## config.mk

```make
export PLATFORM = sky130hd
export DESIGN_NAME = aes_shiftrow_seq
export DESIGN_NICKNAME = d
export VERILOG_FILES = /design/src/rtl/aes_shiftrow_seq.sv
export SDC_FILE = /design/constraint.sdc
export NUM_CORES = 1
export LEC_CHECK = 0
export CORE_AREA = 2 2 133 135
export DETAILED_ROUTE_END_ITERATION = 10
export DIE_AREA = 0 0 135 137
export GPL_TIMING_DRIVEN = 0
export PLACE_DENSITY = 0.81
export SLEW_MARGIN = 40
export SYNTH_ARGS = -nofsm -noshare
export SYNTH_HDL_FRONTEND = slang
export SYNTH_SLANG_ARGS = --single-unit
```

## constraint.sdc

```tcl
create_clock -name clk -period 3.1 [get_ports clk]
set_input_delay 0.62 -clock clk [delete_from_list [all_inputs] [get_ports clk]]
set_output_delay 0.62 -clock clk [all_outputs]
set_load 0.05 [all_outputs]
```

## src/rtl/aes_shiftrow_seq.sv

```systemverilog
`default_nettype none
// ============================================================================
// Module   : aes_shiftrow_seq
// Brief    : Streaming AES ShiftRows / InvShiftRows over NBEATS beats of
//            BEAT_W bits. Define AES_SR_PINGPONG_EN to let the next block
//            load while the current block drains.
// Revision : 1.0 - initial release
// ============================================================================
module aes_shiftrow_seq #(
  parameter int BEAT_W = 64
) (
  input  logic              clk,
  input  logic              rst_n,
  input  logic              in_valid,
  output logic              in_ready,
  input  logic [BEAT_W-1:0] in_data,
  input  logic              in_inv,
  output logic              out_valid,
  input  logic              out_ready,
  output logic [BEAT_W-1:0] out_data,
  output logic              out_last
);

  localparam int NBEATS = 128 / BEAT_W;
  localparam int CNT_W  = (NBEATS > 1) ? $clog2(NBEATS) : 1;
  localparam logic [CNT_W-1:0] C_LAST_CNT = CNT_W'(NBEATS - 1);

  generate
    if (BEAT_W != 32 && BEAT_W != 64 && BEAT_W != 128) begin : g_bad_beat_w
      $error("aes_shiftrow_seq: BEAT_W must be 32, 64 or 128");
    end
  endgenerate

  // Byte j = row j%4, column j/4; each row r rotates by r columns.
  function automatic logic [127:0] f_shift_rows(input logic [127:0] st, input logic inv);
    logic [127:0] res;
    int r, c, src;
    res = '0;
    for (int j = 0; j < 16; j++) begin
      r   = j % 4;
      c   = j / 4;
      src = inv ? 4 * ((c - r + 4) % 4) + r : 4 * ((c + r) % 4) + r;
      res[8*j +: 8] = st[8*src +: 8];
    end
    return res;
  endfunction

  logic [127:0]     r_ibuf;
  logic [127:0]     r_obuf;
  logic [CNT_W-1:0] r_in_cnt;
  logic [CNT_W-1:0] r_out_cnt;
  logic             r_inv;
  logic             r_in_ready;
  logic             r_out_valid;

  logic [127:0]     w_blk;
  logic             w_inv;
  logic             w_in_fire;
  logic             w_in_last;
  logic             w_out_fire;
  logic             w_out_end;

  // The block as it stands once the current beat lands in its slot.
  always_comb begin
    w_blk = r_ibuf;
    w_blk[r_in_cnt*BEAT_W +: BEAT_W] = in_data;
  end

  assign w_inv      = (r_in_cnt == '0) ? in_inv : r_inv;
  assign w_in_fire  = in_valid && r_in_ready;
  assign w_in_last  = (r_in_cnt == C_LAST_CNT);
  assign w_out_fire = r_out_valid && out_ready;
  assign w_out_end  = w_out_fire && (r_out_cnt == C_LAST_CNT);

  assign in_ready  = r_in_ready;
  assign out_valid = r_out_valid;
  assign out_data  = r_obuf[r_out_cnt*BEAT_W +: BEAT_W];
  assign out_last  = r_out_valid && (r_out_cnt == C_LAST_CNT);

`ifdef AES_SR_PINGPONG_EN
  logic r_ifull;
  logic w_obuf_free;
  logic w_xfer_live;
  logic w_xfer_stored;
  logic w_ifull_nxt;

  assign w_obuf_free   = !r_out_valid || w_out_end;
  assign w_xfer_live   = w_in_fire && w_in_last && w_obuf_free;
  assign w_xfer_stored = r_ifull && w_obuf_free;
  assign w_ifull_nxt   = r_ifull ? !w_obuf_free : (w_in_fire && w_in_last && !w_obuf_free);

  always_ff @(posedge clk) begin
    if (!rst_n) begin
      r_ibuf      <= '0;
      r_obuf      <= '0;
      r_in_cnt    <= '0;
      r_out_cnt   <= '0;
      r_inv       <= 1'b0;
      r_in_ready  <= 1'b0;
      r_out_valid <= 1'b0;
      r_ifull     <= 1'b0;
    end else begin
      r_ifull    <= w_ifull_nxt;
      r_in_ready <= !w_ifull_nxt;
      if (w_in_fire) begin
        r_ibuf[r_in_cnt*BEAT_W +: BEAT_W] <= in_data;
        if (r_in_cnt == '0) r_inv <= in_inv;
        r_in_cnt <= w_in_last ? '0 : r_in_cnt + 1'b1;
      end
      if (w_out_fire) begin
        r_out_cnt <= w_out_end ? '0 : r_out_cnt + 1'b1;
        if (w_out_end) r_out_valid <= 1'b0;
      end
      if (w_xfer_live) begin
        r_obuf      <= f_shift_rows(w_blk, w_inv);
        r_out_valid <= 1'b1;
      end else if (w_xfer_stored) begin
        r_obuf      <= f_shift_rows(r_ibuf, r_inv);
        r_out_valid <= 1'b1;
      end
    end
  end
`else
  typedef enum logic [0:0] {
    ST_LOAD  = 1'b0,
    ST_DRAIN = 1'b1
  } state_t;

  state_t r_state;

  always_ff @(posedge clk) begin
    if (!rst_n) begin
      r_state     <= ST_LOAD;
      r_ibuf      <= '0;
      r_obuf      <= '0;
      r_in_cnt    <= '0;
      r_out_cnt   <= '0;
      r_inv       <= 1'b0;
      r_in_ready  <= 1'b0;
      r_out_valid <= 1'b0;
    end else begin
      case (r_state)
        ST_LOAD: begin
          r_in_ready <= 1'b1;
          if (w_in_fire) begin
            r_ibuf[r_in_cnt*BEAT_W +: BEAT_W] <= in_data;
            if (r_in_cnt == '0) r_inv <= in_inv;
            if (w_in_last) begin
              r_in_cnt    <= '0;
              r_obuf      <= f_shift_rows(w_blk, w_inv);
              r_out_valid <= 1'b1;
              r_in_ready  <= 1'b0;
              r_state     <= ST_DRAIN;
            end else begin
              r_in_cnt <= r_in_cnt + 1'b1;
            end
          end
        end
        ST_DRAIN: begin
          if (w_out_fire) begin
            if (w_out_end) begin
              r_out_cnt   <= '0;
              r_out_valid <= 1'b0;
              r_in_ready  <= 1'b1;
              r_state     <= ST_LOAD;
            end else begin
              r_out_cnt <= r_out_cnt + 1'b1;
            end
          end
        end
        default: r_state <= ST_LOAD;
      endcase
    end
  end
`endif

endmodule
`default_nettype wire
```

## Word-level counts from Yosys, hierarchy flattened

Cells that the tools add are included.

| storage, ports and cells | value |
|---|---|
| register bits after elaboration | 262 |

| operators by class | value |
|---|---|
| add/subtract/negate cells | 3 |
| muxes and demuxes | 27 |
| equal/unequal tests | 4 |
| bitwise logic cells | 1 |
| reduce and logical (&&, ||, !) cells | 9 |
| shifts and indexed selects | 11 |

Operators with widths:

| operator | number |
|---|---|
| variable part select 128 x 8 -> 8 bit | 8 |
| bitwise mux 128 bit | 1 |
| variable shift 64 x 34 -> 128 bit (first input constant) | 1 |
| variable part select 128 x 8 -> 64 bit | 1 |
| variable part select 64 x 34 -> 128 bit | 1 |
| negation 7 -> 34 bit | 1 |
| two-way mux 4 bit | 8 |
| two-way mux 1 bit | 15 |
| != test 2 bit (second input constant) | 4 |
| case mux 1 bit (2 select lines) | 3 |
| AND reduction 2 bit | 3 |
| logical AND 1 bit | 4 |
| AND reduction 4 bit | 1 |
| AND reduction 3 bit | 1 |
| adder 1 bit (second input constant) | 2 |
| inverter 1 bit | 1 |

## Depth between registers and ports, before layout

Gate-level depths: netlist of run 1.

| depth | value |
|---|---|
| word-level depth | 5 |
| depth in mapped cells | 7 |

## Worst setup path before layout of run 1

No wires, ideal clock.

| timing | value |
|---|---|
| path kind | register -> output |
| from | register r_out_cnt |
| to | output port out_data[0] |
| slack | 1131 ps |
| data arrival time | 1349 ps |
| cell stages (with the launch flop) | 5 |
| required time | 2480 ps |
| cells stage by stage | dfxtp_1 clkbuf_1 buf_2 buf_2 mux2_2 |

| between the ends | value |
|---|---|
| word-level cells in the longest chain between the ends | 1 |

Ends and longest elaborated chain:

| item | RTL line | RTL |
|---|---|---|
| from (decl) | 51 | `logic [CNT_W-1:0] r_out_cnt;` |
| from (signal assigned) | 167 | `r_out_cnt <= r_out_cnt + 1'b1;` |
| variable part select 128 x 8 -> 64 bit | 77 | `assign out_data = r_obuf[r_out_cnt*BEAT_W +: BEAT_W];` |
| to (decl) | 20 | `output logic [BEAT_W-1:0] out_data,` |

Every way passes these cells.

## Worst setup path after layout of run 1

| timing | value |
|---|---|
| from | register r_out_cnt |
| to | output port out_data[60] |

Same word-level chain as after synthesis.

==> impl_metrics.env, run 1 <==
export IMPL_multi_input_area_mm2=0.00466
export IMPL_grt_max_degree=16
export IMPL_path_class="reg2out"
export IMPL_drtIter0Drc=624
export IMPL_drc_errors=0
export IMPL_start_util_pct=57.5
export IMPL_numCtsBuffers=23
export IMPL_hold_start="r_ibuf[19]"
export IMPL_post_cts_repair_setup_buffers=0
export IMPL_dp_final_hpwl_mm=18.2
export IMPL_hold_path_class="reg2reg"
export IMPL_postCtsHoldBufs=0
export IMPL_synthToLayoutAreaGrowth_pct=26.1
export IMPL_fmax_mhz=330
export IMPL_antenna_left=0
export IMPL_cp_start_kind="flip-flop"
export IMPL_cts_sinks=230
export IMPL_worst_ir_drop_vdd_uv=448
export IMPL_p_leak_nw=6.15
export IMPL_gp_congestion=0.836
export IMPL_grt_pass1_vias=7920
export IMPL_synth_nets=1049
export IMPL_layout_common_cells="nand2_1, dfxtp_1, clkdlybuf4s50_1"
export IMPL_skew_ps=11.9
export IMPL_fin_crit_sh_pct=97.7
export IMPL_hold_viol=0
export IMPL_pwr_share_seq_pct=43.4
export IMPL_wirelength_mm=26.8
export IMPL_dr_total_vias=8270
export IMPL_cp_data_required_time_ps=2480
export IMPL_holdWs_ps=462
export IMPL_clk_pin_slew_worst_paths_ps=70
export IMPL_die_area_mm2=0.0185
export IMPL_cap_violations=0
export IMPL_critPathLaunch="r_out_cnt"
export IMPL_outcome="finished clean"
export IMPL_ys_warn_count=0
export IMPL_slew_violations=0
export IMPL_synth_cells=980
export IMPL_num_rows=48
export IMPL_io_buffers=135
export IMPL_cp_max_fo=10
export IMPL_cp_data_arrival_time_ps=2410
export IMPL_fp_dieW_um=135
export IMPL_cts_tree="built"
export IMPL_finalCoreUtilization_pct=72.5
export IMPL_grt_antenna_before_repair=0
export IMPL_finalSetupViolations=0
export IMPL_min_period_ps=3030
export IMPL_final_common_cell="nand2_1"
export IMPL_drive_gt1_share_pct=15.1
export IMPL_root_buffer="clkbuf_16"
export IMPL_cts_max_path_buffers=3
export IMPL_diodes=0
export IMPL_wl_per_cell_um=19.4
export IMPL_grt_overflow=0
export IMPL_synth_area_mm2=0.00980
export IMPL_slew_headroom_pct=51.2
export IMPL_reg2reg_from="r_in_cnt"
export IMPL_fp_dieH_um=137
export IMPL_fillers=1255
export IMPL_finalWorstSetupSlack_ps=70.1
export IMPL_switching_power_mw=1.74
export IMPL_register_area_mm2=0.00460
export IMPL_htreeDepth=1
export IMPL_cellInternalPower_mw=5.47
export IMPL_grt_use_total_pct=28.6
export IMPL_pwr_density_cell_mw_per_mm2=583
export IMPL_clkPwrFrac_pct=45.0
export IMPL_core_area_mm2=0.0171
export IMPL_dp_slack_ps=154
export IMPL_rsz0062_at_grt="no"
export IMPL_dr_pass1_iters=5
export IMPL_switching_share_pct=24.1
export IMPL_synth_distinct_cells=25
export IMPL_grt_pass1_wl_mm=41.8
export IMPL_yosysSeqAreaShare_pct=47.0
export IMPL_syn_area_per_cell_um2=10.0
export IMPL_critPathCaptureType="output pin"
export IMPL_synth_seq_cells=230
export IMPL_via_per_inst=5.99
export IMPL_clkLatencyLatePin_ps=510
export IMPL_combPwrFrac_pct=11.6
export IMPL_ios=136
export IMPL_worstMarginPinSlew_ps=731
export IMPL_fin_setup_tns_ps=0
export IMPL_nNetsFinal=1209
-- power by group through the flow --
| stage | logic, mW | registers (mW) | clock network (mW) |
|---|---|---|---|
| after floorplan | 0.527 | 3.18 | 0 |
| after global placement | 0.811 | 3.18 | 0 |
| after detailed placement | 0.825 | 3.19 | 0 |
| after CTS | 0.827 | 3.12 | 3.26 |
| after global routing | 0.903 | 3.14 | 3.37 |
| final | 0.836 | 3.13 | 3.25 |
-- logic make-up (layout without fill, tap and decap cells) --
family / after synthesis / in the layout / synth area share (%)
simple gates: 292 / 292 / 11.9
flops: 230 / 230 / 47.0
compound gates: 229 / 229 / 21.5
mux: 130 / 130 / 14.1
buf+inv: 98 / 274 / 5.41
xor+xnor: 1 / 1 / 0.0894
-- metal layers --
| layer | vias up | global-route usage [%] | routed length [um] |
|---|---|---|---|
| met3 | 52 | 4.11 | 2120 |
| met1 | 4016 | 37.5 | 11400 |
| met2 | 361 | 49.0 | 12700 |
| met4 | 0 | 8.97 | 607 |
| met5 | - | 0 | 0 |
| li1 | 3841 | - | - |
-- sequential cells by signal (all words and copies together), names as in the netlist --
register   count
r_obuf       128
r_in_cnt       1
out_valid      1
r_state        1
in_ready       1
r_out_cnt      1
r_ibuf        96
r_inv          1
-- area by class of cell --
class | count | area share [%]
multi-input combinational | 652 | 37.7
tap | 225 | 2.28
timing repair buffer | 135 | 11.1
sequential | 230 | 37.3
clock inverter | 14 | 2.23
buffer | 98 | 4.41
clock buffer | 27 | 4.94
-- worst max-delay path, stage by stage (launching register included) --
cell	delay (ps)
dfxtp_1	310
clkbuf_1	210
clkbuf_4	320
mux2_2	360
clkdlybuf4s50_1	700
-- Yosys cell counts, drive strengths merged --
master / number / area, um^2
o211a: 66 / 661
nor2b: 1 / 6.26
nand2: 278 / 1040
and2: 4 / 25.0
and3b: 1 / 8.76
a32o: 64 / 641
nand2b: 1 / 6.26
a22o: 54 / 473
nand4b: 1 / 23.8
xnor2: 1 / 8.76
mux2: 65 / 732
mux2i: 65 / 651
a21oi: 1 / 5.00
nand3: 3 / 15.0
nand4bb: 1 / 11.3
a21boi: 44 / 330
clkbuf: 30 / 113
dfxtp: 230 / 4600
buf: 68 / 418
nor4bb: 1 / 10.0
and4b: 1 / 13.8
-- per-stage QoR --
| stage | power (mW) | std cells | area [um^2] |
|---|---|---|---|
| 3_3_place_gp | 4.00 | 1340 | 11400 |
| 2_1_floorplan | 3.71 | 980 | 9800 |
| 3_5_place_dp | 4.01 | 1340 | 11400 |
| 4_1_cts | 7.21 | 1381 | 12300 |
| 5_1_grt | 7.41 | 1381 | 12400 |
| 6_report | 7.21 | 1381 | 12400 |
-- path summary, 6_finish.rpt --
kind,end,slack (ps),cells past startpoint
worst max-delay path,out_data[60],70,4
worst min-delay path,r_ibuf[19],460,2
worst max register to register,r_obuf[125],1250,6
worst min register to register,r_ibuf[19],460,2
-- repair_timing --
action	in CTS	in global routing
pin swaps	0	0
endpoints found under the hold margin	0	0
cloned	0	0
endpoints found under the setup margin	60	51
resized for setup	39	31
No activity file was read; power rests on OpenSTA's default activity.
==> run 2: changes to the inputs <==
--- a/config.mk
+++ b/config.mk
@@ -5,6 +5,7 @@
 export SDC_FILE = /design/constraint.sdc
 export NUM_CORES = 1
 export LEC_CHECK = 0
+export ABC_CLOCK_PERIOD_IN_PS = 3100
 export CORE_AREA = 2 2 133 135
 export DETAILED_ROUTE_END_ITERATION = 10
 export DIE_AREA = 0 0 135 137
==> results of run 2 <==
The final DEF is identical to that of run 1; final timing and power are the same.
==> run 3: changes to the inputs <==
--- a/config.mk
+++ b/config.mk
@@ -7,6 +7,7 @@
 export LEC_CHECK = 0
 export ABC_CLOCK_PERIOD_IN_PS = 3100
 export CORE_AREA = 2 2 133 135
+export CTS_CLUSTER_SIZE = 40
 export DETAILED_ROUTE_END_ITERATION = 10
 export DIE_AREA = 0 0 135 137
 export GPL_TIMING_DRIVEN = 0
==> constraint.sdc (replaced) <==
create_clock -name clk -period 3.1 [get_ports clk]
set_input_delay 0.62 -clock clk [delete_from_list [all_inputs] [get_ports clk]]
set_output_delay 0.62 -clock clk [all_outputs]
set_load 0.01 [all_outputs]
==> run 3 against run 2 <==
Sequential share of layout area grew 0.076 points. Cell area shrank 0.20%. Largest power group unchanged. Critical endpoint is now out_data[25]. Routed wire length shrank 0.25%. Clock skew shrank 2.2 ps. Worst hold slack is essentially flat. Die area is the same.
==> impl_metrics.env, run 3 (same netlist as run 1, synthesis figures left out) <==
export IMPL_outcome="finished clean"
export IMPL_cts_tree="built"
export IMPL_numCtsBuffers=23
export IMPL_num_rows=48
export IMPL_grt_antenna_before_repair=0
export IMPL_fin_setup_tns_ps=0
export IMPL_ios=136
export IMPL_gp_congestion=0.836
export IMPL_clkLatencyLatePin_ps=510
export IMPL_drc_errors=0
export IMPL_multi_input_area_mm2=0.00466
export IMPL_die_area_mm2=0.0185
export IMPL_cp_max_fo=10
export IMPL_finalCoreUtilization_pct=72.3
export IMPL_place_inst=1340
export IMPL_dr_pass1_iters=7
export IMPL_clk_pin_slew_worst_paths_ps=70
export IMPL_fp_dieH_um=137
export IMPL_nNetsFinal=1209
export IMPL_critPathLaunch="r_out_cnt"
export IMPL_root_buffer="clkbuf_16"
export IMPL_start_util_pct=57.5
export IMPL_hold_viol=0
export IMPL_grt_pass1_wl_mm=41.8
export IMPL_fp_dieW_um=135
export IMPL_synthToLayoutAreaGrowth_pct=25.9
export IMPL_dr_total_vias=8259
export IMPL_cap_violations=0
export IMPL_final_area_mm2=0.0123
export IMPL_wirelength_mm=26.8
export IMPL_cts_max_path_buffers=3
export IMPL_critPathCaptureType="output pin"
export IMPL_wl_per_cell_um=19.4
export IMPL_fmax_mhz=335
export IMPL_grt_overflow=0
export IMPL_hold_start="r_ibuf[19]"
export IMPL_grt_pass1_vias=7916
export IMPL_dp_slack_ps=377
export IMPL_largest_reg_flops=128
export IMPL_worst_ir_drop_vdd_uv=447
export IMPL_io_buffers=135
export IMPL_hold_path_class="reg2reg"
export IMPL_largest_registers="r_obuf x128, r_ibuf x96"
export IMPL_reg2reg_from="r_in_cnt"
export IMPL_register_area_mm2=0.00460
export IMPL_via_per_inst=5.98
export IMPL_fillers=1265
export IMPL_final_common_cell="nand2_1"
export IMPL_drive_gt1_share_pct=15.1
export IMPL_final_cells=1381
export IMPL_p_leak_nw=5.49
export IMPL_layout_common_cells="nand2_1, dfxtp_1, clkdlybuf4s50_1"
export IMPL_htreeDepth=1
export IMPL_core_area_mm2=0.0171
export IMPL_placed_cell_area_mm2=0.0114
export IMPL_worstMarginPinSlew_ps=726
export IMPL_fin_crit_sh_pct=96.3
export IMPL_pwr_density_cell_mw_per_mm2=581
export IMPL_finalSetupViolations=0
export IMPL_rsz0062_at_grt="no"
export IMPL_finalWorstSetupSlack_ps=115
export IMPL_cp_start_kind="flip-flop"
export IMPL_min_period_ps=2980
export IMPL_cts_sinks=230
export IMPL_skew_ps=9.67
export IMPL_top_register="r_obuf"
export IMPL_dp_final_hpwl_mm=18.2
export IMPL_cp_data_required_time_ps=2480
export IMPL_slew_violations=0
export IMPL_grt_max_degree=16
export IMPL_cp_data_arrival_time_ps=2360
export IMPL_slew_headroom_pct=51.6
export IMPL_grt_use_total_pct=28.6
export IMPL_path_class="reg2out"
export IMPL_post_cts_repair_setup_buffers=0
export IMPL_diodes=0
export IMPL_drtIter0Drc=591
export IMPL_antenna_left=0
==> run 3: cell types whose count changed in the layout (fill, tap and decap cells not counted), sizes merged <==
cell           before  now
dlygate4sd2        33    0
dlymetal6s2s       27    0
clkdlybuf4s50      75  135
==> run 3: cell type report <==
class / instances / area share [%]
multi-input cells: 652 / 37.8
flip-flops and latches: 230 / 37.3
repair buffers: 135 / 11.0
clock buffers: 27 / 4.95
plain buffers: 98 / 4.43
well taps: 225 / 2.28
clock inverters: 14 / 2.23
==> run 3: worst paths after layout <==
kind,endpoint,slack (ps),depth (start not counted)
max,out_data[25],120,5
min,r_ibuf[19],460,2
max reg2reg,r_obuf[125],1260,6
min reg2reg,r_ibuf[19],460,2
==> run 3: through the flow <==
| step | hold WS [ps] | total power [mW] |
|---|---|---|
| 2_1_floorplan | 436 | 3.67 |
| 3_5_place_dp | 451 | 3.97 |
| 4_1_cts | 463 | 7.17 |
| 5_1_grt | 472 | 7.37 |
| 6_report | 462 | 7.17 |
| 3_3_place_gp | 441 | 3.95 |
==> run 3: repair_timing <==
item | 4_1_cts | 5_1_grt
gates resized for setup | 5 | 5
setup endpoints to repair | 57 | 29
hold buffers | 0 | 0
==> run 3: report_power, final <==
part | total, mW | internal, mW | switching (mW) | leakage, nW
Clock | 3.24 | 2.07 | 1.17 | 0.429
Sequential | 3.13 | 3.07 | 0.0586 | 1.87
Combinational | 0.800 | 0.334 | 0.466 | 3.19
==> run 3: metal layers <==
metal	track usage, %	wire, um
met3	3.96	2100
met2	49.1	12600
met5	0	0
met4	8.85	637
met1	37.5	11400
==> run 3: critical path: stages, from the launching register on <==
cell	delay, ps
dfxtp_1	310
clkbuf_1	220
buf_6	210
buf_4	240
mux2_2	390
clkdlybuf4s50_1	480
